## config.mk

```make
export PLATFORM = sky130hd
export DESIGN_NAME = id_ex_stage
export DESIGN_NICKNAME = d
export VERILOG_FILES = /design/src/rtl/mips_pkg.sv /design/src/rtl/id_ex_stage_hazard_detect.sv /design/src/rtl/id_ex_stage.sv
export SDC_FILE = /design/constraint.sdc
export NUM_CORES = 1
export LEC_CHECK = 0
export CAP_MARGIN = 10
export CELL_PAD_IN_SITES_DETAIL_PLACEMENT = 1
export CELL_PAD_IN_SITES_GLOBAL_PLACEMENT = 2
export CORE_AREA = 2 2 156 158
export CTS_CLUSTER_SIZE = 10
export DETAILED_ROUTE_END_ITERATION = 16
export DIE_AREA = 0 0 158 160
export PLACE_DENSITY_LB_ADDON = 0.1
export SETUP_SLACK_MARGIN = 0.2
export SLEW_MARGIN = 10
export SYNTH_ARGS = -nofsm -noshare
export SYNTH_HDL_FRONTEND = slang
export SYNTH_SLANG_ARGS = --single-unit
```

## constraint.sdc

```tcl
create_clock -name clk -period 9.86 [get_ports clk]
set_input_delay 2.465 -clock clk [delete_from_list [all_inputs] [get_ports clk]]
set_output_delay 2.465 -clock clk [all_outputs]
set_load 0.01 [all_outputs]
```

## src/rtl/mips_pkg.sv

```systemverilog
// Shared definitions for the pipelined MIPS core: control-word layout,
// ALU op codes, canned control words and a register-dependency helper.
package mips_pkg;

  localparam int CTRL_W = 8;

  // Bit positions inside the 8-bit control word.
  localparam int CTRL_REGDST   = 7;
  localparam int CTRL_REGWRITE = 6;
  localparam int CTRL_ALUSRC   = 5;
  localparam int CTRL_MEMWRITE = 4;
  localparam int CTRL_MEMTOREG = 3;
  localparam int CTRL_ALUOP_LSB = 0;

  // ALU operation codes carried in ctrl[2:0].
  localparam logic [2:0] ALU_ADD  = 3'b000;
  localparam logic [2:0] ALU_SUB  = 3'b001;
  localparam logic [2:0] ALU_AND  = 3'b010;
  localparam logic [2:0] ALU_OR   = 3'b011;
  localparam logic [2:0] ALU_XOR  = 3'b100;
  localparam logic [2:0] ALU_SLL  = 3'b101;
  localparam logic [2:0] ALU_SLT  = 3'b110;
  localparam logic [2:0] ALU_SLTU = 3'b111;

  // Control words produced by the ID decoder for the main instruction classes.
  localparam logic [CTRL_W-1:0] CW_RTYPE = 8'hC0;
  localparam logic [CTRL_W-1:0] CW_LW    = 8'h68;
  localparam logic [CTRL_W-1:0] CW_SW    = 8'h30;
  localparam logic [CTRL_W-1:0] CW_BEQ   = 8'h01;
  localparam logic [CTRL_W-1:0] CW_ADDI  = 8'h60;

  // True when a producer writing dst feeds the ID instruction. $0 never counts.
  function automatic logic hazard_match(
    input logic [4:0] dst,
    input logic [4:0] rs,
    input logic [4:0] rt,
    input logic       uses_rt
  );
    hazard_match = (dst != 5'd0) && ((dst == rs) || (uses_rt && (dst == rt)));
  endfunction

endpackage

```

## src/rtl/id_ex_stage_hazard_detect.sv

```systemverilog
// Combinational hazard detection for the ID/EX boundary: load-use and the
// two data hazards of a branch that compares its operands in ID.
module hazard_detect
  import mips_pkg::*;
(
  input  logic       i_id_regdst,
  input  logic       i_id_memwrite,
  input  logic       i_id_branch,
  input  logic [4:0] i_id_rs,
  input  logic [4:0] i_id_rt,
  input  logic       i_ex_memtoreg,
  input  logic       i_ex_regwrite,
  input  logic [4:0] i_ex_rt,
  input  logic [4:0] i_ex_wreg,
  input  logic       i_mem_memtoreg,
  input  logic [4:0] i_mem_wreg,
  output logic       o_stall
);

  logic w_uses_rt;
  logic w_load_use;
  logic w_branch_ex;
  logic w_branch_mem;

  // rs is read by every instruction; rt only by R-type, stores and branches.
  assign w_uses_rt = i_id_regdst | i_id_memwrite | i_id_branch;

  // Evaluate each hazard class and combine them into one stall request.
  always_comb begin
    w_load_use   = i_ex_memtoreg & hazard_match(i_ex_rt, i_id_rs, i_id_rt, w_uses_rt);
    w_branch_ex  = i_id_branch & i_ex_regwrite
                   & hazard_match(i_ex_wreg, i_id_rs, i_id_rt, w_uses_rt);
    w_branch_mem = i_id_branch & i_mem_memtoreg
                   & hazard_match(i_mem_wreg, i_id_rs, i_id_rt, w_uses_rt);
    o_stall      = w_load_use | w_branch_ex | w_branch_mem;
  end

endmodule

```

## src/rtl/id_ex_stage.sv

```systemverilog
// ID/EX pipeline register with integrated hazard detection. Inserts a bubble
// while a hazard holds, gates the ID branch decision, and counts stall and
// flush events in saturating counters.
module id_ex_stage
  import mips_pkg::*;
#(
  parameter int CNT_W = 16
) (
  input  logic              clk,
  input  logic              rst,
  input  logic [CTRL_W-1:0] ctrl_id,
  input  logic              branch_id,
  input  logic              pc_src_id,
  input  logic [4:0]        rs_id,
  input  logic [4:0]        rt_id,
  input  logic [4:0]        rd_id,
  input  logic [4:0]        shamt_id,
  input  logic [31:0]       rdata1_id,
  input  logic [31:0]       rdata2_id,
  input  logic [31:0]       imm_id,
  input  logic              memtoreg_mem,
  input  logic [4:0]        wreg_mem,
  output logic [CTRL_W-1:0] ctrl_ex,
  output logic              valid_ex,
  output logic [4:0]        rs_ex,
  output logic [4:0]        rt_ex,
  output logic [4:0]        rd_ex,
  output logic [4:0]        shamt_ex,
  output logic [31:0]       rdata1_ex,
  output logic [31:0]       rdata2_ex,
  output logic [31:0]       imm_ex,
  output logic [4:0]        wreg_ex,
  output logic              stall,
  output logic              pc_src,
  output logic              flush_ifid,
  output logic [CNT_W-1:0]  stall_cnt,
  output logic [CNT_W-1:0]  flush_cnt
);

  localparam logic [CNT_W-1:0] CNT_MAX = {CNT_W{1'b1}};
  localparam logic [CNT_W-1:0] CNT_ONE = {{(CNT_W-1){1'b0}}, 1'b1};

  logic [CTRL_W-1:0] r_ctrl_ex;
  logic              r_valid_ex;
  logic [4:0]        r_rs_ex, r_rt_ex, r_rd_ex, r_shamt_ex;
  logic [31:0]       r_rdata1_ex, r_rdata2_ex, r_imm_ex;
  logic [CNT_W-1:0]  r_stall_cnt, r_flush_cnt;
  logic [4:0]        w_wreg_ex;
  logic              w_stall;
  logic              w_pc_src;

  assign w_wreg_ex = r_ctrl_ex[CTRL_REGDST] ? r_rd_ex : r_rt_ex;

  hazard_detect u_hazard_detect (
    .i_id_regdst    (ctrl_id[CTRL_REGDST]),
    .i_id_memwrite  (ctrl_id[CTRL_MEMWRITE]),
    .i_id_branch    (branch_id),
    .i_id_rs        (rs_id),
    .i_id_rt        (rt_id),
    .i_ex_memtoreg  (r_ctrl_ex[CTRL_MEMTOREG]),
    .i_ex_regwrite  (r_ctrl_ex[CTRL_REGWRITE]),
    .i_ex_rt        (r_rt_ex),
    .i_ex_wreg      (w_wreg_ex),
    .i_mem_memtoreg (memtoreg_mem),
    .i_mem_wreg     (wreg_mem),
    .o_stall        (w_stall)
  );

  // A stalled branch compares stale operands, so its decision is suppressed.
  assign w_pc_src = pc_src_id & ~w_stall;

  // EX register bank: bubble on stall (data fields simply hold), else capture ID.
  always_ff @(posedge clk or posedge rst) begin
    if (rst) begin
      r_ctrl_ex   <= 8'h00;
      r_valid_ex  <= 1'b0;
      r_rs_ex     <= 5'd0;
      r_rt_ex     <= 5'd0;
      r_rd_ex     <= 5'd0;
      r_shamt_ex  <= 5'd0;
      r_rdata1_ex <= 32'd0;
      r_rdata2_ex <= 32'd0;
      r_imm_ex    <= 32'd0;
    end else if (w_stall) begin
      r_ctrl_ex  <= 8'h00;
      r_valid_ex <= 1'b0;
    end else begin
      r_ctrl_ex   <= ctrl_id;
      r_valid_ex  <= 1'b1;
      r_rs_ex     <= rs_id;
      r_rt_ex     <= rt_id;
      r_rd_ex     <= rd_id;
      r_shamt_ex  <= shamt_id;
      r_rdata1_ex <= rdata1_id;
      r_rdata2_ex <= rdata2_id;
      r_imm_ex    <= imm_id;
    end
  end

  // Saturating event counters for stalls and IF/ID flushes.
  always_ff @(posedge clk or posedge rst) begin
    if (rst) begin
      r_stall_cnt <= {CNT_W{1'b0}};
      r_flush_cnt <= {CNT_W{1'b0}};
    end else begin
      if (w_stall && (r_stall_cnt != CNT_MAX)) begin
        r_stall_cnt <= r_stall_cnt + CNT_ONE;
      end
      if (w_pc_src && (r_flush_cnt != CNT_MAX)) begin
        r_flush_cnt <= r_flush_cnt + CNT_ONE;
      end
    end
  end

  assign ctrl_ex    = r_ctrl_ex;
  assign valid_ex   = r_valid_ex;
  assign rs_ex      = r_rs_ex;
  assign rt_ex      = r_rt_ex;
  assign rd_ex      = r_rd_ex;
  assign shamt_ex   = r_shamt_ex;
  assign rdata1_ex  = r_rdata1_ex;
  assign rdata2_ex  = r_rdata2_ex;
  assign imm_ex     = r_imm_ex;
  assign wreg_ex    = w_wreg_ex;
  assign stall      = w_stall;
  assign pc_src     = w_pc_src;
  assign flush_ifid = w_pc_src;
  assign stall_cnt  = r_stall_cnt;
  assign flush_cnt  = r_flush_cnt;

endmodule

```

; After elaboration in Yosys (flattened, before gate mapping)
; Index checks and enable logic that the tools add are counted.
[word_totals]
ff_bits = 157
inputBits = 134
output_inout_bits = 165
word_cells = 49
[op_classes]
addsub = 2
n_eq_ne = 8
muxes = 3
n_bitwise = 11
reduce_logical = 14
[ops]
columns = operator, count
row1 = $add A16 B1 Y16 const B, 2
row2 = $ne A16 B16 Y1 const B, 2
row3 = $eq A5 B5 Y1, 6
row4 = $reduce_bool A5 Y1, 3
row5 = $logic_and A1 B1 Y1, 8
row6 = $mux W8, 1
row7 = $and A1 B1 Y1, 6
row8 = $mux W5, 1
row9 = $or A1 B1 Y1, 4
row10 = $logic_or A1 B1 Y1, 3
row11 = $mux W1, 1
row12 = $not A1 Y1, 1

; Longest topological paths before layout
[logic_depth]
depth_word = 11
ltp_mapped = 11
mapped_depth_nobuf = 8

; Cells and area by module
; From an unflattened synthesis, not the netlist that was laid out.
[unflattened]
cells_unflattened = 471
hier_area_um2 = 6616.3
[modules_own_cells]
columns = module, instances, cells_per_inst, area_each_um2, seq_area_each_um2
row1 = id_ex_stage, 1, 420, 6212.2, 3928.8
row2 = hazard_detect, 1, 51, 404.1, 0.0

; Worst setup path before layout
; Ideal clock, no wire load.
[synth_timing]
kind = input-to-output
startpoint = input wreg_mem[0]
endpoint = output pc_src
arrival_time_ns = 3.994
required_time_ns = 7.395
slack_ns = 3.401
cell_stages = 7
n_path_buf = 2
path_cell_list = or4_1 -> o211ai_1 -> o22ai_1 -> nor2_1 -> buf_6 -> and2_1 -> buf_4
[synth_between]
elab_chain_len = 8
word_cells_on_any_way = 10
classes_between = eq/ne (2) / bitwise (4) / reduce/logical (4)
[synth_rtl]
columns = element, line
row1 = "start, declared", id_ex_stage.sv:22  ; input logic [4:0] wreg_mem,
row2 = $eq A5 B5 Y1, mips_pkg.sv:39  ; hazard_match = (dst != 5'd0) && ((dst == rs) || (uses_rt && (dst == rt)));
row3 = $logic_and A1 B1 Y1, mips_pkg.sv:39
row4 = $logic_or A1 B1 Y1, mips_pkg.sv:39
row5 = $logic_and A1 B1 Y1 (*), mips_pkg.sv:39
row6 = $and A1 B1 Y1 (*), id_ex_stage_hazard_detect.sv:34  ; & hazard_match(i_mem_wreg, i_id_rs, i_id_rt, w_uses_rt);
row7 = $or A1 B1 Y1 (*), id_ex_stage_hazard_detect.sv:35  ; o_stall = w_load_use | w_branch_ex | w_branch_mem;
row8 = $not A1 Y1 (*), id_ex_stage.sv:70  ; assign w_pc_src = pc_src_id & ~w_stall;
row9 = $and A1 B1 Y1 (*), id_ex_stage.sv:70
row10 = "end, declared", id_ex_stage.sv:34  ; output logic pc_src,
; Mark *: on every way between the ends. The rest lies on a longest branch, timed or not.

; Final worst setup path
[layout_timing]
startpoint = input wreg_mem[0]
endpoint = output flush_ifid
[layout_between]
elab_chain_len = 8
word_cells_on_any_way = 10
classes_between = eq/ne (2) / bitwise (4) / reduce/logical (4)
[layout_rtl]
columns = element, line
row1 = $eq A5 B5 Y1, mips_pkg.sv:39
row2 = $logic_and A1 B1 Y1, mips_pkg.sv:39
row3 = $logic_or A1 B1 Y1, mips_pkg.sv:39
row4 = $logic_and A1 B1 Y1 (*), mips_pkg.sv:39
row5 = $and A1 B1 Y1 (*), id_ex_stage_hazard_detect.sv:34
row6 = $or A1 B1 Y1 (*), id_ex_stage_hazard_detect.sv:35
row7 = $not A1 Y1 (*), id_ex_stage.sv:70
row8 = $and A1 B1 Y1 (*), id_ex_stage.sv:70
row9 = "end, declared", id_ex_stage.sv:35  ; output logic flush_ifid,
; Marks and branches as above.

==> results.md <==
- Status: complete, no violations
- Cell family with most CP delay: simple AND/OR/NAND/NOR gates
- Number of max-cap violations: 0
- Share of the synthesized area in the top cell type: 58.2%
- Tot GR Track Use: 16.1%
- Gpl congestion: 0.806
- Combinational share of power: 23.1%
- Mux cell area share after synthesis: 20.7%
- Worst Clk Skew: 0.0161 ns
- Switch share: 27.8%
- Hold endpoint: flush_cnt[10]
- Hold WS: 0.492 ns
- WP depth: 7
- Vias: 4,932
- Final hold violation count: 0
- CP required: 7.40 ns
- Seq cells post-synth: 157
- CTS buffer count: 17
- Worst reg2reg path depth: 8
- Int Power: 1.36 mW
- Top FF cell, synth: dfrtp_1
- DP HPWL: 15,300 um
- Slew headroom: 28.9%
- Synth Area in Compound Gates: 0.908%
- Pin count of the biggest net entering global routing: 95
- Worst-margin pin slew: 1.06 ns
- DR pass1 iterations: 4
- IO Count: 299
- Setup crit start: wreg_mem[0]
- First-pass GRT wire length: 31,200 um
- # H-tree levels: 4
- Peak VDD IR: 0.0917 mV
- Die ar.: 0.0253 mm^2
- Row cnt: 57
- Routed Antenna Nets: 0
- Drt drc: 0
- Crit end category: output port
- Cells taking the most area after synthesis: dfrtp_1 (58%), mux2_2 (20%), xnor2_1 (3.9%)
- Cts repair resizes: 0
- Combinational family with the most area after synthesis: multiplexers
- CP Buf/Inv Count: 2
- Synth Area in Simple Gates: 8.50%
- Synthesized instance count: 477
- Sw Pwr: 524 uW
- Syn_nets: 613
- Clock Pin Slew Worst Setup and Hold Paths: 0.06 ns
- Yosys top cell by area: dfrtp_1
- Register area share after synthesis: 58.2%
- Worst hold path type: register to register
- FF-to-FF End: imm_ex[23]
- Type of the worst setup path: primary input to output port
- Setup TNS: 0 ns
- Critical Path Max Stage Delay: 0.61 ns
- Postcts setup bufs: 0
- Initial Util: 28.3%
- Core Area: 0.0238 mm^2
- Layout cells sized above 1: 21.0%
- Synth Warn #: 0
- Reg power frac: 41.3%
- Syn_area_per_cell: 14.2 um^2
- Synthesized area: 0.00675 mm^2
- Nets@finish: 910
- Crit-path slowest cell: nor2_4
- Hold depth: 1
- XOR/XNOR share of the synthesized area: 7.65%
- Post-Synth Adder-Cell Area: 0.371%
- DR iter-0 viols: 154
- Final max-slew violation count: 0
- Vias per cell: 4.44
- Layout area overhead: 56.5%
- PD cells: 179 mW/mm^2
- Gr ovfl total: 0
- TritonCTS clock tree: yes
- Root Buffer: clkbuf_16
- Number of global-route vias before repair: 5,374
- Static leakage: 4.34 nW
- Top-count cell post-synth: dfrtp_1
- Clock sink count: 157
- Clk pwr share: 35.6%
- Worst r2r src: ctrl_ex[7]
- Input/output buffers: 298
- Die width: 158 um
- Most common cell on crit path: clkdlybuf4s50_1
- RSZ-0062 raised after global routing: false
- Initial antenna violation count: 2
- Reg2reg setup slack: 5.77 ns
- Setup violators final: 0
- Tcrit/Tclk final: 78.5%
- CP cell instances: clkdlybuf4s50_1 -> or4_1 -> o211ai_1 -> o22ai_1 -> nor2_4 -> and2_1 -> clkdlybuf4s50_1
- Die Y: 160 um
- Arr. time, crit path: 5.28 ns
- Worst Setup Start Kind: primary input
- Final Routed Wirelength: 20,500 um
- EDFF count, synth: 0
- Final Critical Period: 7.74 ns
- WL per Instance: 18.5 um
- Maximum clock rate: 129 MHz
- Ys async rst share: 100%
- Clock Path Buffers: 2
- Worst hold start: flush_cnt[10]
- Worst-Skew Late Latency: 0.42 ns
- Worst Path Max Fanout: 29
- Post-synth top cells: dfrtp_1 (157), mux2_2 (118), xnor2_1 (30)
- Netlist cell types: 36
- Hold_buf cts: 0
==> registers in the layout (all words and copies together) (netlist names) <==
name       cells
valid_ex       1
rs_ex          5
shamt_ex       5
rt_ex          5
ctrl_ex        8
rd_ex          5
imm_ex        32
rdata1_ex     32
rdata2_ex     32
flush_cnt     16
stall_cnt     16
==> through the flow <==
stage	worst slack (ns)	area [um^2]	utilization (%)	cells	total power [mW]
4_1_cts	2.08	10600	44.4	1111	1.92
2_1_floorplan	3.16	6750	-	477	0.973
5_1_grt	1.95	10600	44.4	1112	1.99
3_3_place_gp	2.19	9970	41.8	1079	1.23
6_report	2.12	10600	44.4	1112	1.89
3_5_place_dp	2.10	9970	41.8	1079	1.24
==> per-layer routing <==
metal / global-route usage (%) / share of wire (%) / vias to the layer above
met5: 0 / 0 / -
met4: 4.22 / 1.0 / 0
met3: 5.16 / 7.6 / 12
met2: 27.0 / 49 / 183
met1: 20.0 / 43 / 2468
li1: - / - / 2269
==> cells by family (layout without fill, tap and decap cells) <==
kind of cell,after synthesis,in the layout
flops,157,157
mux,123,123
simple gates,94,94
xor+xnor,59,59
buf+inv,32,342
compound gates,10,10
fa+ha+maj,2,2
other cells,0,1
==> worst reg2reg max path, cell delays in order (launching register included) <==
cell and delay (ns):
dfrtp_1 0.65, mux2i_1 0.52, nand4_1 0.17, o211ai_1 0.19
a21oi_1 0.09, nor2_4 0.57, buf_4 0.54, buf_4 0.79
mux2_2 0.45
==> how the worst max path moves through the flow <==
| stage | end | slack (ns) |
|---|---|---|
| global placement | pc_src | 2.19 |
| CTS | flush_ifid | 2.08 |
| global route | flush_ifid | 1.95 |
| detailed placement | flush_ifid | 2.10 |
| floorplan | ctrl_ex[0] | 3.16 |
| finish | flush_ifid | 2.12 |
==> power by group through the flow <==
| stage | logic [mW] | clock network [mW] | registers, mW |
|---|---|---|---|
| after global placement | 0.438 | 0 | 0.787 |
| after floorplan | 0.159 | 0 | 0.814 |
| after detailed placement | 0.445 | 0 | 0.792 |
| final | 0.436 | 0.673 | 0.779 |
| after global routing | 0.469 | 0.725 | 0.792 |
| after CTS | 0.447 | 0.695 | 0.781 |
==> area by class of cell <==
type / count / area (um^2)
antenna: 1 / 2.50
sequential: 157 / 3930
clock inverter: 13 / 155
multi-input combinational: 288 / 2580
tap: 324 / 405
inverter: 8 / 35.0
fill: 2522 / 13300
clock buffer: 19 / 443
timing repair buffer: 302 / 3010
==> placed cells by master (no fill, tap or decap), types with 3 or more instances in the layout <==
| cell type | instances |
|---|---|
| nor4_2 | 3 |
| inv_6 | 5 |
| nor3_1 | 7 |
| xnor2_1 | 30 |
| and3_1 | 10 |
| clkinvlp_4 | 3 |
| buf_4 | 4 |
| dfrtp_1 | 157 |
| nand3_1 | 15 |
| mux2_2 | 118 |
| xor2_1 | 29 |
| inv_1 | 7 |
| a31oi_1 | 4 |
| clkdlybuf4s50_1 | 298 |
| nor4_1 | 6 |
| and4_1 | 5 |
| nand4_1 | 10 |
| nor3_2 | 3 |
| nor2_1 | 6 |
| nand2_1 | 11 |
| and2_1 | 9 |
| clkbuf_16 | 17 |
| clkinv_4 | 3 |
No activity file was read; power rests on OpenSTA's default activity.
